### config.mk
export PLATFORM = sky130hd
export DESIGN_NAME = muldiv_unit
export DESIGN_NICKNAME = d
export VERILOG_FILES = /design/src/rtl/muldiv_pkg.sv /design/src/rtl/muldiv_div_core.sv /design/src/rtl/muldiv_unit.sv
export SDC_FILE = /design/constraint.sdc
export NUM_CORES = 2
export LEC_CHECK = 0
export BUFFER_PORTS_ARGS = -buffer_cell sky130_fd_sc_hd__buf_2
export CAP_MARGIN = 10
export CORE_ASPECT_RATIO = 1.75
export CORE_MARGIN = 3
export CORE_UTILIZATION = 41
export CTS_BUF_LIST = sky130_fd_sc_hd__clkbuf_2 sky130_fd_sc_hd__clkbuf_4 sky130_fd_sc_hd__clkbuf_8
export DETAILED_ROUTE_END_ITERATION = 7
export HOLD_SLACK_MARGIN = 0.1
export SYNTH_ARGS = -nofsm -noshare
export SYNTH_HDL_FRONTEND = slang
export SYNTH_SLANG_ARGS = --single-unit
### constraint.sdc
create_clock -name clk -period 8.6 [get_ports clk]
set_input_delay 0.86 -clock clk [delete_from_list [all_inputs] [get_ports clk]]
set_output_delay 0.86 -clock clk [all_outputs]
set_load 0.01 [all_outputs]
### src/rtl/muldiv_pkg.sv
// Shared encodings for the multi-cycle multiply/divide unit: op codes, FSM states
// and the counter-width helper.
package muldiv_pkg;

  typedef enum logic [2:0] {
    MD_NOP   = 3'd0,
    MD_MULT  = 3'd1,
    MD_MULTU = 3'd2,
    MD_DIV   = 3'd3,
    MD_DIVU  = 3'd4,
    MD_MTHI  = 3'd5,
    MD_MTLO  = 3'd6
  } md_op_e;

  typedef enum logic [1:0] {
    IDLE = 2'd0,
    MUL  = 2'd1,
    DIV  = 2'd2,
    FIX  = 2'd3
  } md_state_e;

  // The shared down-counter must hold both WIDTH-1 and MUL_LAT-1.
  function automatic int cnt_width(input int width, input int mul_lat);
    int m;
    m = (width > mul_lat) ? width : mul_lat;
    return $clog2(m);
  endfunction

endpackage

### src/rtl/muldiv_div_core.sv
// Restoring radix-2 divider datapath: operand magnitudes, partial remainder and
// quotient shift register, plus the sign fix-up applied to the committed results.
module muldiv_div_core
  import muldiv_pkg::*;
#(
  parameter int WIDTH = 32
) (
  input  logic             clk,
  input  logic             rst,
  input  logic             load,
  input  logic             step,
  input  logic             is_signed,
  input  logic [WIDTH-1:0] dividend,
  input  logic [WIDTH-1:0] divisor,
  output logic [WIDTH-1:0] quotient,
  output logic [WIDTH-1:0] remainder
);

  logic [WIDTH-1:0] rem, quo, dvs;
  logic             neg_q, neg_r;
  logic             a_neg, b_neg;
  logic [WIDTH:0]   trial, diff;

  always_comb begin
    a_neg = is_signed & dividend[WIDTH-1];
    b_neg = is_signed & divisor[WIDTH-1];
    // quo holds the not-yet-consumed dividend bits; its MSB feeds the remainder.
    trial = {rem, quo[WIDTH-1]};
    diff  = trial - {1'b0, dvs};
  end

  // NOTE: sequential state uses non-blocking assignments so every register
  // samples the pre-edge values, independent of statement order.
  always_ff @(posedge clk or posedge rst) begin
    if (rst) begin
      rem   <= '0;
      quo   <= '0;
      dvs   <= '0;
      neg_q <= 1'b0;
      neg_r <= 1'b0;
    end else if (load) begin
      rem   <= '0;
      quo   <= a_neg ? -dividend : dividend;
      dvs   <= b_neg ? -divisor : divisor;
      neg_q <= a_neg ^ b_neg;
      neg_r <= a_neg;
    end else if (step) begin
      if (!diff[WIDTH]) begin
        rem <= diff[WIDTH-1:0];
        quo <= {quo[WIDTH-2:0], 1'b1};
      end else begin
        rem <= trial[WIDTH-1:0];
        quo <= {quo[WIDTH-2:0], 1'b0};
      end
    end
  end

  assign quotient  = neg_q ? -quo : quo;
  assign remainder = neg_r ? -rem : rem;

endmodule

### src/rtl/muldiv_unit.sv
// Multi-cycle MULT/DIV unit owning HI/LO: MUL_LAT-cycle multiply, WIDTH-cycle
// restoring divide plus one sign fix-up cycle; busy stalls the pipeline meanwhile.
module muldiv_unit
  import muldiv_pkg::*;
#(
  parameter int WIDTH   = 32,
  parameter int MUL_LAT = 3
) (
  input  logic             clk,
  input  logic             rst,
  input  logic             start,
  input  logic [2:0]       op,
  input  logic [WIDTH-1:0] src_a,
  input  logic [WIDTH-1:0] src_b,
  input  logic             flush,
  output logic             busy,
  output logic             done,
  output logic             div_zero,
  output logic [WIDTH-1:0] hi,
  output logic [WIDTH-1:0] lo
);

  localparam int CNT_W = cnt_width(WIDTH, MUL_LAT);

  md_state_e          state, state_nxt;
  logic [CNT_W-1:0]   cnt;
  logic [WIDTH-1:0]   mul_a, mul_b;
  logic               mul_signed;
  logic [2*WIDTH-1:0] mul_ext_a, mul_ext_b, product;
  logic [WIDTH-1:0]   div_q, div_r;
  logic mul_go, div_go, dz_go, mthi_go, mtlo_go;
  logic mul_commit, div_commit, div_step;

  // NOTE: every signal driven here gets a default first, so no path through the
  // case statements can leave one unassigned and infer a latch.
  always_comb begin
    state_nxt  = state;
    mul_go     = 1'b0;
    div_go     = 1'b0;
    dz_go      = 1'b0;
    mthi_go    = 1'b0;
    mtlo_go    = 1'b0;
    mul_commit = 1'b0;
    div_commit = 1'b0;
    div_step   = 1'b0;
    case (state)
      IDLE: begin
        if (start && !flush) begin
          case (md_op_e'(op))
            MD_MULT, MD_MULTU: begin
              mul_go    = 1'b1;
              state_nxt = MUL;
            end
            MD_DIV, MD_DIVU: begin
              if (src_b == '0) begin
                dz_go = 1'b1;
              end else begin
                div_go    = 1'b1;
                state_nxt = DIV;
              end
            end
            MD_MTHI: mthi_go = 1'b1;
            MD_MTLO: mtlo_go = 1'b1;
            default: ;
          endcase
        end
      end
      MUL: begin
        if (flush) begin
          state_nxt = IDLE;
        end else if (cnt == '0) begin
          mul_commit = 1'b1;
          state_nxt  = IDLE;
        end
      end
      DIV: begin
        if (flush) begin
          state_nxt = IDLE;
        end else begin
          div_step = 1'b1;
          if (cnt == '0) state_nxt = FIX;
        end
      end
      FIX: begin
        state_nxt  = IDLE;
        div_commit = !flush;
      end
    endcase
  end

  always_ff @(posedge clk or posedge rst) begin
    if (rst) state <= IDLE;
    else     state <= state_nxt;
  end

  always_ff @(posedge clk or posedge rst) begin
    if (rst) begin
      cnt <= '0;
    end else if (mul_go) begin
      cnt <= CNT_W'(MUL_LAT - 1);
    end else if (div_go) begin
      cnt <= CNT_W'(WIDTH - 1);
    end else if ((state == MUL || state == DIV) && cnt != '0) begin
      cnt <= cnt - 1'b1;
    end
  end

  // Operands are held for the whole multiply; the product is formed at commit.
  always_comb begin
    mul_ext_a = mul_signed ? {{WIDTH{mul_a[WIDTH-1]}}, mul_a} : {{WIDTH{1'b0}}, mul_a};
    mul_ext_b = mul_signed ? {{WIDTH{mul_b[WIDTH-1]}}, mul_b} : {{WIDTH{1'b0}}, mul_b};
    product   = mul_ext_a * mul_ext_b;
  end

  always_ff @(posedge clk or posedge rst) begin
    if (rst) begin
      mul_a      <= '0;
      mul_b      <= '0;
      mul_signed <= 1'b0;
    end else if (mul_go) begin
      mul_a      <= src_a;
      mul_b      <= src_b;
      mul_signed <= (md_op_e'(op) == MD_MULT);
    end
  end

  muldiv_div_core #(.WIDTH(WIDTH)) u_div_core (
    .clk       (clk),
    .rst       (rst),
    .load      (div_go),
    .step      (div_step),
    .is_signed (md_op_e'(op) == MD_DIV),
    .dividend  (src_a),
    .divisor   (src_b),
    .quotient  (div_q),
    .remainder (div_r)
  );

  always_ff @(posedge clk or posedge rst) begin
    if (rst) begin
      hi       <= '0;
      lo       <= '0;
      done     <= 1'b0;
      div_zero <= 1'b0;
    end else begin
      done     <= mthi_go | mtlo_go | mul_commit | div_commit;
      div_zero <= dz_go;
      if (mthi_go) hi <= src_a;
      if (mtlo_go) lo <= src_a;
      if (mul_commit) {hi, lo} <= product;
      if (div_commit) begin
        hi <= div_r;
        lo <= div_q;
      end
    end
  end

  assign busy = (state != IDLE);

endmodule

**After elaboration in Yosys (flattened, before gate mapping)**

Cells that the tools add are included.

- Add/sub/neg operators: 6
- Multipliers: 1
- Equal/unequal tests: 14
- Multiplexer cells: 52
- Bitwise operators: 6
- Reductions and logical operators: 16

Operators with widths:

| kind | number |
|---|---|
| $mux W32 | 15 |
| $mux W64 | 2 |
| $neg A32 Y32 | 4 |
| $mul A64 B64 Y64 | 1 |
| $sub A33 B32 Y33 | 1 |
| $logic_not A32 Y1 | 1 |
| $mux W1 | 24 |
| $mux W5 | 3 |
| $mux W2 | 6 |
| $eq A3 B3 Y1 const B | 3 |
| $ne A3 B3 Y1 const B | 3 |
| $reduce_bool A3 Y1 | 3 |
| $pmux W2 S4 | 1 |
| $eq A3 B2 Y1 const B | 2 |
| $logic_not A5 Y1 | 1 |
| $reduce_and A5 Y1 | 1 |
| $reduce_bool A5 Y1 | 1 |
| $sub A5 B1 Y5 const B | 1 |
| $eq A2 B2 Y1 const B | 2 |
| $pmux W2 S2 | 1 |
| $reduce_bool A2 Y1 | 2 |
| $reduce_or A2 Y1 | 2 |
| $eq A3 B1 Y1 const B | 1 |
| $ne A3 B1 Y1 const B | 1 |
| 9 further kinds | 13 |

- Register bits: 236
- Input port bits: 71
- Output and inout bits: 67
- Word-level logic and storage cells: 109

**Depth between registers and ports, before layout**

- Depth after elaboration: 7
- Depth in mapped cells: 37
- Gate-level depth less buffers: 33

**Cells and area by module**

Synthesis repeated with hierarchy kept, for this count alone.

- Cells, all modules: 6,777
- Area total of the unflattened synthesis: 62,691.4 um^2

Modules (own cells, without submodules):

| module | times used | cells an instance | area an instance (um^2) | seq. area each (um^2) |
|---|---|---|---|---|
| muldiv_unit | 1 | 5,678 | 54,051.8 | 3,453.3 |
| muldiv_div_core | 1 | 1,099 | 8,639.5 | 2,452.4 |

**Worst setup path after synthesis**

OpenSTA, ideal clock, no wires.

- Kind: register to register
- Start point: reg mul_signed
- End point: reg hi[28]
- Library setup time: 137 ps
- Arrival: 9,194 ps
- Slack: -731 ps
- Cell stages (with the launch flop): 32
- Path buffers: 3
- Period minus slack after synthesis: 9,331 ps
- Cells stage by stage: dfrtp_1 > and2_1 > clkbuf_1 > clkbuf_1 > nand2_1 > fa_1 > inv_1 > fa_1 > fa_1 > inv_1 > fa_1 > inv_1 > fa_1 > fa_1 > fa_1 > fa_1 > fa_1 > inv_1 > fa_1 > inv_1 > ha_1 > clkbuf_1 > a21oi_1 > a21oi_1 > or2_2 > a221o_1 > a21o_1 > a21o_1 > a21oi_1 > o21ai_0 > xnor2_1 > a21oi_1

- Longest elaborated chain between the ends: 4
- Elaborated cells on any way between the ends: 5
- Classes of those cells: 1 x mul; 4 x mux

RTL lines:

| item | RTL line | source |
|---|---|---|
| from (decl) | muldiv_unit.sv:28 | `logic mul_signed;` |
| from (signal assigned) | muldiv_unit.sv:123 | `mul_signed <= (md_op_e'(op) == MD_MULT);` |
| $mux W64, on equally long branches | muldiv_unit.sv:110, muldiv_unit.sv:111 |  |
| $mul A64 B64 Y64 (*) | muldiv_unit.sv:112 | `product = mul_ext_a * mul_ext_b;` |
| $mux W32 (*) | muldiv_unit.sv:150 | `if (mul_commit) {hi, lo} <= product;` |
| $mux W32 (*) | muldiv_unit.sv:151 | `if (div_commit) begin` |
| to (signal assigned) | muldiv_unit.sv:148 | `if (mthi_go) hi <= src_a;` |
| to (signal assigned) | muldiv_unit.sv:150 |  |
| to (signal assigned) | muldiv_unit.sv:152 | `hi <= div_r;` |
| to (decl) | muldiv_unit.sv:19 | `output logic [WIDTH-1:0] hi,` |

Every way passes the cells marked *; elsewhere a longest branch is shown, timed or not.
A chain may end at the register's enable or synchronous reset.

**Worst setup path after layout**

- Start point: reg mul_signed
- End point: reg hi[26]

The elaborated chain is that of the path after synthesis.

==> impl_metrics.toml <==
[run_status]
outcome = "finished with violations"
violations = "negative setup slack"

[routing]
antenna_left = 0
wire_per_inst_um = 22.0
drc_errors = 0
dr.pass1.iters = 6
via_count = 48290
drt_iter0_drc = 2307
avgViaCountPerCell = 5.21
wl_um = 204000

[layout]
syn_to_final_growth_pct = 14.8
final_nets = 9069
drive_gt1_share_pct = 15.5

[clock_network]
cts_tree = "done"
clkSinkCount = 236
postCtsHoldBufs = 0
htree_levels = 2
numCtsBuffers = 41
clkLatencyLatePin_ns = 0.64
clock-root-buffer = "clkbuf_8"
clockBufferDepth = 3
cts.clk_slew.worst_paths_ns = 0.08

[floorplanning]
core_sq_um = 152000
die_x_um = 301
dieHeight_um = 523
ios = 138
start_util_pct = 41.3
dieArea_sq_um = 158000
row_count = 189

[place]
place_congestion = 0.948
dp_slack_ns = -0.407
dp_hpwl_um = 177000
port_buffers = 137

[worst_setup_path]
critPathSlowestCell = "fa_2"
worstSetupStartpointType = "flop"
critPathArrivalTime_ns = 9.20
path_delay_family = "adder cells"
cp.required_ns = 9.09
worstSetupPathType = "flop to flop"
r2r_cells = 28
worstSetupPathDepth = 28
crit_top_cell = "fa_1"
worst-path-buf-inv = 7
crit_fanout = 7
cp-end-kind = "flop"
cpPeakStageDelay_ns = 0.60

[synth]
ys_ff_latch = 236
synthArstFlopShare_pct = 100
synth_compound_area_share_pct = 7.26
yosysTopAreaCell = "fa_1"
syn-num-nets = 8650
synth_area_leaders = "fa_1, inv_1, dfrtp_1"
synth_xor_area_share_pct = 3.68
ys_warn_count = 0
ys_types = 76
synth_edf_count = 0
synth_top_cell_area_share_pct = 45.4
synth_ff_type = "dfrtp_1"
synth_area_per_cell_sq_um = 9.19
synth-simple-area-share_pct = 13.8
syn_inst = 6809
yosys.area_share.adder_pct = 52.5
synthMuxAreaShare_pct = 1.60
synth_top_family_by_area = "adder cells"
ys_seq_area_share_pct = 9.44
synth_area_sq_um = 62600

[sta]
fmax_mhz = 115
setup_ws_ns = -0.106
worst_pin_slew_ns = 1.21
maxSlewHeadroom_pct = 19.4
skew_ns = 0.0382
drv_slew = 0
rsz0062_at_grt = "yes"
min_period_ns = 8.71
setup_violations = 8
hold_viol_final = 0
fin_crit_sh_pct = 101

[global_routing]
grt_pass1_wl_um = 316000
grtUsageTotal_pct = 26.5
grt_pass1_vias = 54126
grt_max_degree = 99
antenna_found_initial = 16
grt.overflow.total = 0

[flow_run]
maxCapViolations = 0

[hold_path]
min-delay-path-class = "input pin to asynchronous set/reset pin"
metrics by stage:
stage / hold slack (ns) / cell area [sq um] / setup TNS (ns) / util (%) / cells
after floorplan: 0.456 / 62700 / -0.0508 / - / 6809
after global placement: 0.461 / 69500 / -3.37 / 45.9 / 9155
after detailed placement: 0.467 / 69500 / -5.16 / 45.9 / 9155
after CTS: 0.283 / 71100 / -0.227 / 46.9 / 9253
after global routing: 0.314 / 71800 / -4.34 / 47.4 / 9268
final: 0.282 / 71800 / -0.447 / 47.4 / 9272
cell type report:
class / count / area, sq um
fillers: 14427 / 79700
multi-input cells: 4628 / 50400
inverters: 1597 / 6010
repair buffers: 724 / 6010
flip-flops and latches: 236 / 5930
well taps: 2005 / 2510
clock buffers: 61 / 796
clock inverters: 14 / 186
diodes: 7 / 17.5
logic make-up after synthesis:
family / Yosys count
adders and majority gates: 1774
muxes: 93
xor gates and xnor gates: 263
buffers and inverters: 1945
DFF: 236
and+or+nand+nor: 1767
AOI/OAI and AO/OA: 731
state kept, by name, summed over array words and instances (netlist names):
| register | cells |
|---|---|
| u_div_core.neg_r | 1 |
| u_div_core.neg_q | 1 |
| u_div_core.quo | 32 |
| div_zero | 1 |
| done | 1 |
| mul_b | 32 |
| cnt | 5 |
| mul_a | 32 |
| lo | 32 |
| mul_signed | 1 |
| state | 2 |
| u_div_core.dvs | 32 |
| hi | 32 |
| u_div_core.rem | 32 |
path summary, 6_finish.rpt:
check	from	end	slack, ns
max	mul_signed	hi[26]	-0.11
min reg2reg	lo[9]	lo[9]	0.48
min	rst	cnt[2]	0.28
min in group clk	lo[9]	lo[9]	0.48
max in group asynchronous	rst	mul_a[22]	6.86
max reg2reg	mul_signed	hi[26]	-0.11
cells in the mapped netlist (4+ instances only):
master and instances:
nor4_1 18, ha_1 350, nand2_1 818, o211ai_1 31
dfrtp_1 236, o21ai_1 9, xor2_1 67, o21bai_1 23
nand3_1 38, o2111ai_1 4, buf_2 4, or3_1 12
a21oi_1 190, clkbuf_1 327, inv_1 1597, nand2b_1 22
mux2i_1 35, o21a_1 14, fa_1 1420, a21boi_0 5
mux2_2 58, o21ai_0 202, a31oi_1 57, a21o_1 56
a32o_1 6, a211o_1 6, buf_1 13, nor3_1 37
and3_1 31, or2_2 9, a211oi_1 19, a31o_2 10
o41ai_1 12, o22ai_1 18, and2_1 581, nor2_1 136
nor2b_1 15, or4_1 9, xnor2_1 196, maj3_1 4
a221oi_1 4, nor3b_1 4, o31ai_1 36, nand4_1 19
timing repair:
action                                  CTS  global route
pin swaps                                58            83
endpoints found under the setup margin   26            38
buffers inserted                         23            14
resized for setup                       134           137
cell usage in the layout, fill, tap and decap left out, types with 35 or more instances in the layout:
cell / n
o21ai_0: 188
inv_1: 1562
buf_2: 137
mux2i_1: 35
dfrtp_1: 217
fa_1: 1366
a31oi_1: 54
mux2_2: 57
nor2_1: 131
buf_12: 66
a21o_1: 56
o31ai_1: 35
buf_4: 497
a21oi_1: 164
xnor2_1: 189
ha_1: 329
nand3_1: 36
fa_2: 54
nand2_1: 798
clkbuf_8: 54
and2_1: 575
xor2_1: 66
metal layers:
| metal | vias to the layer above | track usage (%) | routed length (um) |
|---|---|---|---|
| met2 | 1435 | 49.4 | 109000 |
| met1 | 25065 | 28.6 | 70400 |
| met3 | 614 | 3.25 | 9750 |
| met5 | - | 0 | 69 |
| li1 | 21164 | - | - |
| met4 | 12 | 15.7 | 15300 |
Power is not shown: default switching activity piles up to over one toggle a cycle in this logic, so the estimate is an artifact.
